$ cat src/rtl/segled_pkg.sv
// Shared definitions for the multiplexed 7-segment display controller.
// Holds segment patterns (bit0..6 = a..g), the converter FSM state type and
// a helper that sizes the BCD register for a given binary width.
package segled_pkg;

  typedef enum logic [1:0] {
    ST_IDLE = 2'd0,
    ST_CONV = 2'd1,
    ST_DONE = 2'd2
  } conv_state_e;

  // Active-high segment patterns, bit0 = a ... bit6 = g.
  localparam logic [6:0] SEG_0     = 7'h3F;
  localparam logic [6:0] SEG_1     = 7'h06;
  localparam logic [6:0] SEG_2     = 7'h5B;
  localparam logic [6:0] SEG_3     = 7'h4F;
  localparam logic [6:0] SEG_4     = 7'h66;
  localparam logic [6:0] SEG_5     = 7'h6D;
  localparam logic [6:0] SEG_6     = 7'h7D;
  localparam logic [6:0] SEG_7     = 7'h07;
  localparam logic [6:0] SEG_8     = 7'h7F;
  localparam logic [6:0] SEG_9     = 7'h6F;
  localparam logic [6:0] SEG_MINUS = 7'h40;
  localparam logic [6:0] SEG_BLANK = 7'h00;

  // BCD digits needed for a data_w-bit value: ceil(data_w*log10(2)) + 1.
  function automatic int nbcd_f(input int data_w);
    return (data_w * 30103 + 99999) / 100000 + 1;
  endfunction

  function automatic logic [6:0] seg7_f(input logic [3:0] d);
    logic [6:0] p;
    case (d)
      4'd0:    p = SEG_0;
      4'd1:    p = SEG_1;
      4'd2:    p = SEG_2;
      4'd3:    p = SEG_3;
      4'd4:    p = SEG_4;
      4'd5:    p = SEG_5;
      4'd6:    p = SEG_6;
      4'd7:    p = SEG_7;
      4'd8:    p = SEG_8;
      4'd9:    p = SEG_9;
      default: p = SEG_BLANK;
    endcase
    return p;
  endfunction

endpackage

$ cat src/rtl/segled_bcd_seq.sv
// Iterative binary-to-BCD converter (shift-and-add-3), one bit per cycle.
// Latency: start accepted in IDLE, DATA_W cycles CONV, 1 cycle DONE (done_o).
// Backpressure: busy_o high in CONV/DONE; start_i ignored unless IDLE.
// Ports: sys_clk/sys_rst_n; start_i + bin_i load; busy_o, done_o, bcd_o result.
module segled_bcd_seq
  import segled_pkg::*;
#(
  parameter int DATA_W = 32,
  parameter int NBCD   = nbcd_f(DATA_W)
) (
  input  logic              sys_clk,
  input  logic              sys_rst_n,
  input  logic              start_i,
  input  logic [DATA_W-1:0] bin_i,
  output logic              busy_o,
  output logic              done_o,
  output logic [4*NBCD-1:0] bcd_o
);

  localparam int CNT_W = $clog2(DATA_W);
  localparam logic [CNT_W-1:0] CNT_LAST = CNT_W'(DATA_W - 1);

  conv_state_e              state_q, state_d;
  logic [CNT_W-1:0]         cnt_q;
  logic [DATA_W-1:0]        bin_q;
  logic [4*NBCD-1:0]        bcd_q, bcd_adj;
  logic [4*NBCD+DATA_W-1:0] shift_d;

  always_ff @(posedge sys_clk or negedge sys_rst_n) begin
    if (!sys_rst_n) state_q <= ST_IDLE;
    else            state_q <= state_d;
  end

  always_comb begin
    state_d = state_q;
    case (state_q)
      ST_IDLE: if (start_i) state_d = ST_CONV;
      ST_CONV: if (cnt_q == CNT_LAST) state_d = ST_DONE;
      ST_DONE: state_d = ST_IDLE;
      default: state_d = ST_IDLE;
    endcase
  end

  always_comb begin
    busy_o = (state_q != ST_IDLE);
    done_o = (state_q == ST_DONE);
  end

  // Add 3 to every digit >= 5 before the shift so it carries correctly.
  always_comb begin
    bcd_adj = bcd_q;
    for (int i = 0; i < NBCD; i++) begin
      if (bcd_q[4*i +: 4] >= 4'd5) bcd_adj[4*i +: 4] = bcd_q[4*i +: 4] + 4'd3;
    end
    shift_d = {bcd_adj, bin_q} << 1;
  end

  always_ff @(posedge sys_clk or negedge sys_rst_n) begin
    if (!sys_rst_n) begin
      cnt_q <= '0;
      bin_q <= '0;
      bcd_q <= '0;
    end else if (state_q == ST_IDLE && start_i) begin
      cnt_q <= '0;
      bin_q <= bin_i;
      bcd_q <= '0;
    end else if (state_q == ST_CONV) begin
      {bcd_q, bin_q} <= shift_d;
      cnt_q          <= cnt_q + CNT_W'(1);
    end
  end

  assign bcd_o = bcd_q;

endmodule

$ cat src/rtl/segled_scan_ctrl.sv
// Multiplexed 7-segment display controller: converts a binary value to BCD and scans it out.
// Latency: handshake -> display register updated DATA_W+1 cycles later; seg/seg_sel 1 cycle after scan index.
// Backpressure: in_ready low while converting; in_valid during that time is ignored, nothing queued.
// Ports: in_data/in_valid/in_ready/signed_mode load; blank_lz, dp_mask live controls;
//        seg_sel (one-hot digit), seg (a..g, dp), overflow.
module segled_scan_ctrl
  import segled_pkg::*;
#(
  parameter int DIGITS     = 4,
  parameter int DATA_W     = 32,
  parameter int SCAN_DIV   = 16384,
  parameter int ACTIVE_LOW = 1
) (
  input  logic              sys_clk,
  input  logic              sys_rst_n,
  input  logic [DATA_W-1:0] in_data,
  input  logic              in_valid,
  output logic              in_ready,
  input  logic              signed_mode,
  input  logic              blank_lz,
  input  logic [DIGITS-1:0] dp_mask,
  output logic [DIGITS-1:0] seg_sel,
  output logic [7:0]        seg,
  output logic              overflow
);

  localparam int NBCD   = nbcd_f(DATA_W);
  localparam int SCAN_W = (SCAN_DIV > 1) ? $clog2(SCAN_DIV) : 1;
  localparam int DIG_W  = (DIGITS > 1) ? $clog2(DIGITS) : 1;
  localparam logic [SCAN_W-1:0] SCAN_LAST = SCAN_W'(SCAN_DIV - 1);
  localparam logic [DIG_W-1:0]  DIG_LAST  = DIG_W'(DIGITS - 1);
  localparam logic              POL_LOW   = (ACTIVE_LOW != 0);

  logic                        busy, done, start, neg_in;
  logic [DATA_W-1:0]           mag;
  logic [4*NBCD-1:0]           bcd;
  logic [4*(NBCD+DIGITS)-1:0]  bcd_ext;
  logic                        ovf_c;
  logic                        neg_pend_q;
  logic [4*DIGITS-1:0]         disp_q;
  logic                        neg_q, ovf_q;
  logic [SCAN_W-1:0]           scan_cnt_q;
  logic [DIG_W-1:0]            dig_q;
  logic [4*DIGITS+3:0]         from_prev, cur_vec;
  logic                        upper_zero, prev_upper_zero, minus_here;
  logic [6:0]                  pat;
  logic [7:0]                  seg_d, seg_q;
  logic [DIGITS-1:0]           sel_d, sel_q;

  assign in_ready = ~busy;
  assign start    = in_valid & ~busy;
  assign neg_in   = signed_mode & in_data[DATA_W-1];
  // The most negative value negates to itself, which is its correct unsigned magnitude.
  assign mag      = neg_in ? ((~in_data) + DATA_W'(1)) : in_data;

  segled_bcd_seq #(.DATA_W(DATA_W), .NBCD(NBCD)) u_bcd (
    .sys_clk  (sys_clk),
    .sys_rst_n(sys_rst_n),
    .start_i  (start),
    .bin_i    (mag),
    .busy_o   (busy),
    .done_o   (done),
    .bcd_o    (bcd)
  );

  // Zero-extend so digits beyond NBCD read as 0 when DIGITS > NBCD.
  assign bcd_ext = {{(4*DIGITS){1'b0}}, bcd};

  // Negative values reserve the top digit for the minus sign.
  always_comb begin
    ovf_c = 1'b0;
    for (int i = 0; i < NBCD; i++) begin
      if (bcd[4*i +: 4] != 4'd0 && (i >= DIGITS || (neg_pend_q && i >= DIGITS - 1)))
        ovf_c = 1'b1;
    end
  end

  always_ff @(posedge sys_clk or negedge sys_rst_n) begin
    if (!sys_rst_n) begin
      neg_pend_q <= 1'b0;
      disp_q     <= '0;
      neg_q      <= 1'b0;
      ovf_q      <= 1'b0;
    end else begin
      if (start) neg_pend_q <= neg_in;
      if (done) begin
        disp_q <= bcd_ext[4*DIGITS-1:0];
        neg_q  <= neg_pend_q;
        ovf_q  <= ovf_c;
      end
    end
  end

  always_ff @(posedge sys_clk or negedge sys_rst_n) begin
    if (!sys_rst_n) begin
      scan_cnt_q <= '0;
      dig_q      <= '0;
    end else if (scan_cnt_q == SCAN_LAST) begin
      scan_cnt_q <= '0;
      dig_q      <= (dig_q == DIG_LAST) ? '0 : dig_q + DIG_W'(1);
    end else begin
      scan_cnt_q <= scan_cnt_q + SCAN_W'(1);
    end
  end

  // from_prev puts digit dig_q-1 in its low nibble (0 for dig_q = 0), so
  // "this digit and above all zero" and the minus slot (directly above the
  // most significant nonzero digit) fall out of two zero tests.
  always_comb begin
    from_prev       = {disp_q, 4'h0} >> (4 * int'(dig_q));
    cur_vec         = from_prev >> 4;
    upper_zero      = (cur_vec == '0);
    prev_upper_zero = (from_prev == '0);
    minus_here      = blank_lz ? (upper_zero && !prev_upper_zero) : (dig_q == DIG_LAST);

    if (ovf_q)                                  pat = SEG_MINUS;
    else if (neg_q && minus_here)               pat = SEG_MINUS;
    else if (blank_lz && upper_zero && dig_q != '0) pat = SEG_BLANK;
    else                                        pat = seg7_f(cur_vec[3:0]);

    seg_d = {dp_mask[dig_q], pat};
    sel_d = DIGITS'(1) << dig_q;
  end

  always_ff @(posedge sys_clk or negedge sys_rst_n) begin
    if (!sys_rst_n) begin
      seg_q <= POL_LOW ? 8'hFF : 8'h00;
      sel_q <= POL_LOW ? '1 : '0;
    end else begin
      seg_q <= POL_LOW ? ~seg_d : seg_d;
      sel_q <= POL_LOW ? ~sel_d : sel_d;
    end
  end

  assign seg      = seg_q;
  assign seg_sel  = sel_q;
  assign overflow = ovf_q;

endmodule

$ cat config.mk
export PLATFORM = sky130hd
export DESIGN_NAME = segled_scan_ctrl
export DESIGN_NICKNAME = d
export VERILOG_FILES = /design/src/rtl/segled_pkg.sv /design/src/rtl/segled_bcd_seq.sv /design/src/rtl/segled_scan_ctrl.sv
export SDC_FILE = /design/constraint.sdc
export NUM_CORES = 1
export LEC_CHECK = 0
export ABC_AREA = 1
export ABC_CLOCK_PERIOD_IN_PS = 4650
export CORE_ASPECT_RATIO = 0.6
export CORE_MARGIN = 1.5
export CORE_UTILIZATION = 43
export DETAILED_ROUTE_END_ITERATION = 8
export REMOVE_ABC_BUFFERS = 1
export SYNTH_ARGS = -nofsm -noshare
export SYNTH_HDL_FRONTEND = slang
export SYNTH_SLANG_ARGS = --single-unit
$ cat constraint.sdc
create_clock -name sys_clk -period 4.65 [get_ports sys_clk]
set_input_delay 1.395 -clock sys_clk [delete_from_list [all_inputs] [get_ports sys_clk]]
set_output_delay 1.395 -clock sys_clk [all_outputs]
set_load 0.03 [all_outputs]
==> flow_results.xml <==
<?xml version="1.0" encoding="UTF-8"?>
<metrics>
  <group name="worst_setup_path">
    <metric name="timing.setup.critical_path_class" unit="">register to output pin</metric>
    <metric name="setup.worst_path.start_class" unit="">register</metric>
    <metric name="critPathMaxFanout" unit="">4</metric>
    <metric name="critical_path_arrival" unit="ps">1830</metric>
    <metric name="cp.required" unit="ps">3250</metric>
    <metric name="crit_path_end_kind" unit="">output pin</metric>
  </group>
  <group name="clocking">
    <metric name="cts.hold.buffers_added" unit="">0</metric>
    <metric name="insertion_delay" unit="ps">420</metric>
    <metric name="cts.clk_slew.worst_paths" unit="ps">60</metric>
    <metric name="clockBufferDepth" unit="">2</metric>
    <metric name="cts_num_sinks" unit="">130</metric>
    <metric name="tritoncts" unit="">yes</metric>
    <metric name="cts-resized-gates" unit="">0</metric>
    <metric name="cts_made_buffers" unit="">17</metric>
    <metric name="ctsRootBufferMaster" unit="">sky130_fd_sc_hd__clkbuf_16</metric>
    <metric name="ctsHtreeMaxLevel" unit="">4</metric>
    <metric name="post-cts-setup-buffers" unit="">0</metric>
  </group>
  <group name="pwr">
    <metric name="power_density" unit="nW/um^2">606</metric>
    <metric name="vdd.ir_drop.worst" unit="mV">0.349</metric>
    <metric name="p_leak" unit="nW">4.46</metric>
  </group>
  <group name="place">
    <metric name="hpwlAfterDp" unit="um">14300</metric>
    <metric name="gp_congestion" unit="">0.963</metric>
    <metric name="place_inst" unit="">1306</metric>
    <metric name="post_dp_area" unit="um^2">8670</metric>
    <metric name="portBuffers" unit="">54</metric>
  </group>
  <group name="yosys">
    <metric name="part_of_the_yosys_area_used_for_sequential_elements" unit="%">41.4</metric>
    <metric name="synth_edf_count" unit="">0</metric>
    <metric name="ys.flop_type" unit="">sky130_fd_sc_hd__dfrtp_1</metric>
    <metric name="synth-warning-count" unit="">0</metric>
    <metric name="postSynthRegisterBits" unit="">130</metric>
    <metric name="synthesis.area_per_instance" unit="um^2">7.64</metric>
    <metric name="synth.area.top_cells" unit="">sky130_fd_sc_hd__dfrtp_1 (37%), sky130_fd_sc_hd__nand2_1 (13%), sky130_fd_sc_hd__ha_1 (6.6%)</metric>
    <metric name="synth_common_cells" unit="">sky130_fd_sc_hd__nand2_1 (268), sky130_fd_sc_hd__inv_1 (128), sky130_fd_sc_hd__dfrtp_1 (118), sky130_fd_sc_hd__nor2_1 (105), sky130_fd_sc_hd__o21ai_0 (78)</metric>
    <metric name="yosys.cell_types.count" unit="">49</metric>
    <metric name="synth_cells" unit="">1034</metric>
    <metric name="post-synth-top-count-cell" unit="">sky130_fd_sc_hd__nand2_1</metric>
    <metric name="yosysTopAreaCellShare" unit="%">37.4</metric>
    <metric name="syn_area" unit="um^2">7900</metric>
    <metric name="synthDominantAreaCellType" unit="">sky130_fd_sc_hd__dfrtp_1</metric>
    <metric name="async_flop_share" unit="%">100</metric>
  </group>
  <group name="timing">
    <metric name="setup-violations-final" unit="">0</metric>
    <metric name="layout_min_cycle_time" unit="ps">3230</metric>
    <metric name="final.period_utilization" unit="%">69.4</metric>
    <metric name="rsz0062_at_grt" unit="">no</metric>
    <metric name="max_clock_freq" unit="MHz">310</metric>
    <metric name="drv_slew" unit="">0</metric>
    <metric name="worst-slew-pin-transition" unit="ps">896</metric>
    <metric name="timing.hold.ws" unit="ps">472</metric>
    <metric name="slew_headroom" unit="%">40.2</metric>
    <metric name="final_hold_viols" unit="">0</metric>
    <metric name="final_setup_tns" unit="ps">0</metric>
    <metric name="worst_case_clock_skew" unit="ps">9.38</metric>
  </group>
  <group name="final_layout">
    <metric name="area_growth" unit="%">16.8</metric>
    <metric name="num_antenna_cells" unit="">0</metric>
    <metric name="finalNonFillerCells" unit="">1338</metric>
    <metric name="drive_above_1_share" unit="%">9.20</metric>
    <metric name="num-nets-final" unit="">1168</metric>
    <metric name="final_design_area_no_fill" unit="um^2">9230</metric>
  </group>
  <group name="routing">
    <metric name="route.final.wire_length" unit="um">19800</metric>
    <metric name="avgViaCountPerCell" unit="">5.10</metric>
    <metric name="drt_first_pass_iters" unit="">7</metric>
    <metric name="drt_first_iter_violations" unit="">649</metric>
    <metric name="post-route-drc-count" unit="">0</metric>
    <metric name="route.detailed.wl_per_inst" unit="um">14.8</metric>
    <metric name="num_vias" unit="">6826</metric>
    <metric name="detail-route-antenna-nets" unit="">0</metric>
  </group>
  <group name="global_routing">
    <metric name="grt_antenna_before_repair" unit="">0</metric>
    <metric name="maximum_number_of_pins_on_one_net_before_global_route_repair" unit="">72</metric>
    <metric name="gr-total-overflow" unit="">0</metric>
    <metric name="grt_use_total" unit="%">22.1</metric>
    <metric name="vias_in_the_first_global_route" unit="">6279</metric>
    <metric name="grt_first_pass_wirelength" unit="um">33100</metric>
  </group>
  <group name="floorplanning">
    <metric name="die-width" unit="um">178</metric>
    <metric name="pin_count" unit="">55</metric>
    <metric name="die_area" unit="um^2">19200</metric>
    <metric name="core.rowCount" unit="">38</metric>
    <metric name="core_region_area" unit="um^2">18000</metric>
    <metric name="die_y" unit="um">108</metric>
    <metric name="initial_utilization" unit="%">43.9</metric>
  </group>
  <group name="hold_path">
    <metric name="hold_path_class" unit="">register to register</metric>
  </group>
  <group name="outcome">
    <metric name="run_status" unit="">finished clean</metric>
  </group>
  <group name="job">
    <metric name="max-cap-violations" unit="">0</metric>
  </group>
</metrics>
metal layers:
metal,track usage (%),share of wire [%],vias up
met3,5.87,6.4,13
li1,-,-,3474
met1,36.9,56,3184
met2,26.6,37,155
met4,5.46,0.85,0
met5,0,0,-
sequential cells by signal, indices dropped and copies added, names as in the netlist:
name	flops
u_bcd.bcd_o	44
u_bcd.state_q	2
overflow	1
u_bcd.cnt_q	5
u_bcd.bin_q	32
dig_q	2
neg_pend_q	1
scan_cnt_q	14
neg_q	1
seg_sel	4
disp_q	16
seg	8
cell usage in the layout (no fill, tap or decap), types with 4 or more instances in the layout:
master / instances
sky130_fd_sc_hd__a32o_1: 5
sky130_fd_sc_hd__a22oi_1: 12
sky130_fd_sc_hd__nor3_1: 10
sky130_fd_sc_hd__o21ai_0: 78
sky130_fd_sc_hd__inv_2: 9
sky130_fd_sc_hd__nand3_1: 61
sky130_fd_sc_hd__nand2_4: 5
sky130_fd_sc_hd__or2_2: 4
sky130_fd_sc_hd__o22ai_1: 14
sky130_fd_sc_hd__nand4_1: 14
sky130_fd_sc_hd__clkdlybuf4s50_1: 53
sky130_fd_sc_hd__nand2_2: 9
sky130_fd_sc_hd__buf_4: 8
sky130_fd_sc_hd__inv_1: 128
sky130_fd_sc_hd__clkbuf_16: 17
sky130_fd_sc_hd__o211ai_1: 4
sky130_fd_sc_hd__xor2_1: 21
sky130_fd_sc_hd__o32ai_1: 18
sky130_fd_sc_hd__nand2_1: 268
sky130_fd_sc_hd__dfstp_2: 12
sky130_fd_sc_hd__ha_1: 42
sky130_fd_sc_hd__o21ai_1: 6
sky130_fd_sc_hd__nor2_2: 6
sky130_fd_sc_hd__nor2_4: 4
sky130_fd_sc_hd__dfrtp_1: 118
sky130_fd_sc_hd__nor2_1: 103
sky130_fd_sc_hd__clkinvlp_4: 4
sky130_fd_sc_hd__clkinv_4: 4
sky130_fd_sc_hd__a21oi_1: 19
kinds of logic after synthesis:
| family | Yosys count | share of synthesized area (%) |
|---|---|---|
| AND/OR/NAND/NOR | 498 | 27.4 |
| buffers and inverters | 169 | 8.47 |
| XOR/XNOR | 24 | 2.66 |
| adder cells (fa/ha/maj) | 42 | 6.65 |
| flip-flops | 130 | 41.4 |
| AO/OA/AOI/OAI | 171 | 13.5 |
path summary, 6_finish.rpt:
| check | end | from | cells after the start | slack (ps) |
|---|---|---|---|---|
| max | in_ready | u_bcd.state_q[1] | 4 | 1420 |
| min | scan_cnt_q[0] | scan_cnt_q[0] | 1 | 470 |
| max reg2reg | seg[6] | dig_q[0] | 13 | 1900 |
| min reg2reg | scan_cnt_q[0] | scan_cnt_q[0] | 1 | 470 |
| max in group asynchronous | u_bcd.bcd_o[32] | sys_rst_n | 2 | 2880 |
| min in group asynchronous | dig_q[1] | sys_rst_n | 1 | 1000 |
worst max-delay path, cell delays in order (launching register included):
cell	delay, ps
sky130_fd_sc_hd__dfrtp_1	430
sky130_fd_sc_hd__inv_2	60
sky130_fd_sc_hd__nand2_1	160
sky130_fd_sc_hd__inv_1	100
sky130_fd_sc_hd__clkdlybuf4s50_1	660
power by group:
| part | internal, W | switching [W] |
|---|---|---|
| sequential | 0.00158 | 0.000315 |
| combinational | 0.000900 | 0.00153 |
| clock | 0.000738 | 0.000535 |
final cells by class:
cell class,instances,area [um^2]
clock buffers,17,425
clock inverters,15,136
fillers,1688,8790
inverters,139,524
multi-input cells,735,3980
flip-flops and latches,130,3270
well taps,240,300
repair buffers,62,602
stage by stage:
stage	total power [W]	setup WS [ps]	util (%)
6_report	0.00559	1420	51.2
5_1_grt	0.00611	1330	51.2
4_1_cts	0.00562	1400	51.2
3_5_place_dp	0.00430	1160	48.1
3_3_place_gp	0.00426	1170	48.1
2_1_floorplan	0.00361	569	-
Power figures use the tool's default switching activity.
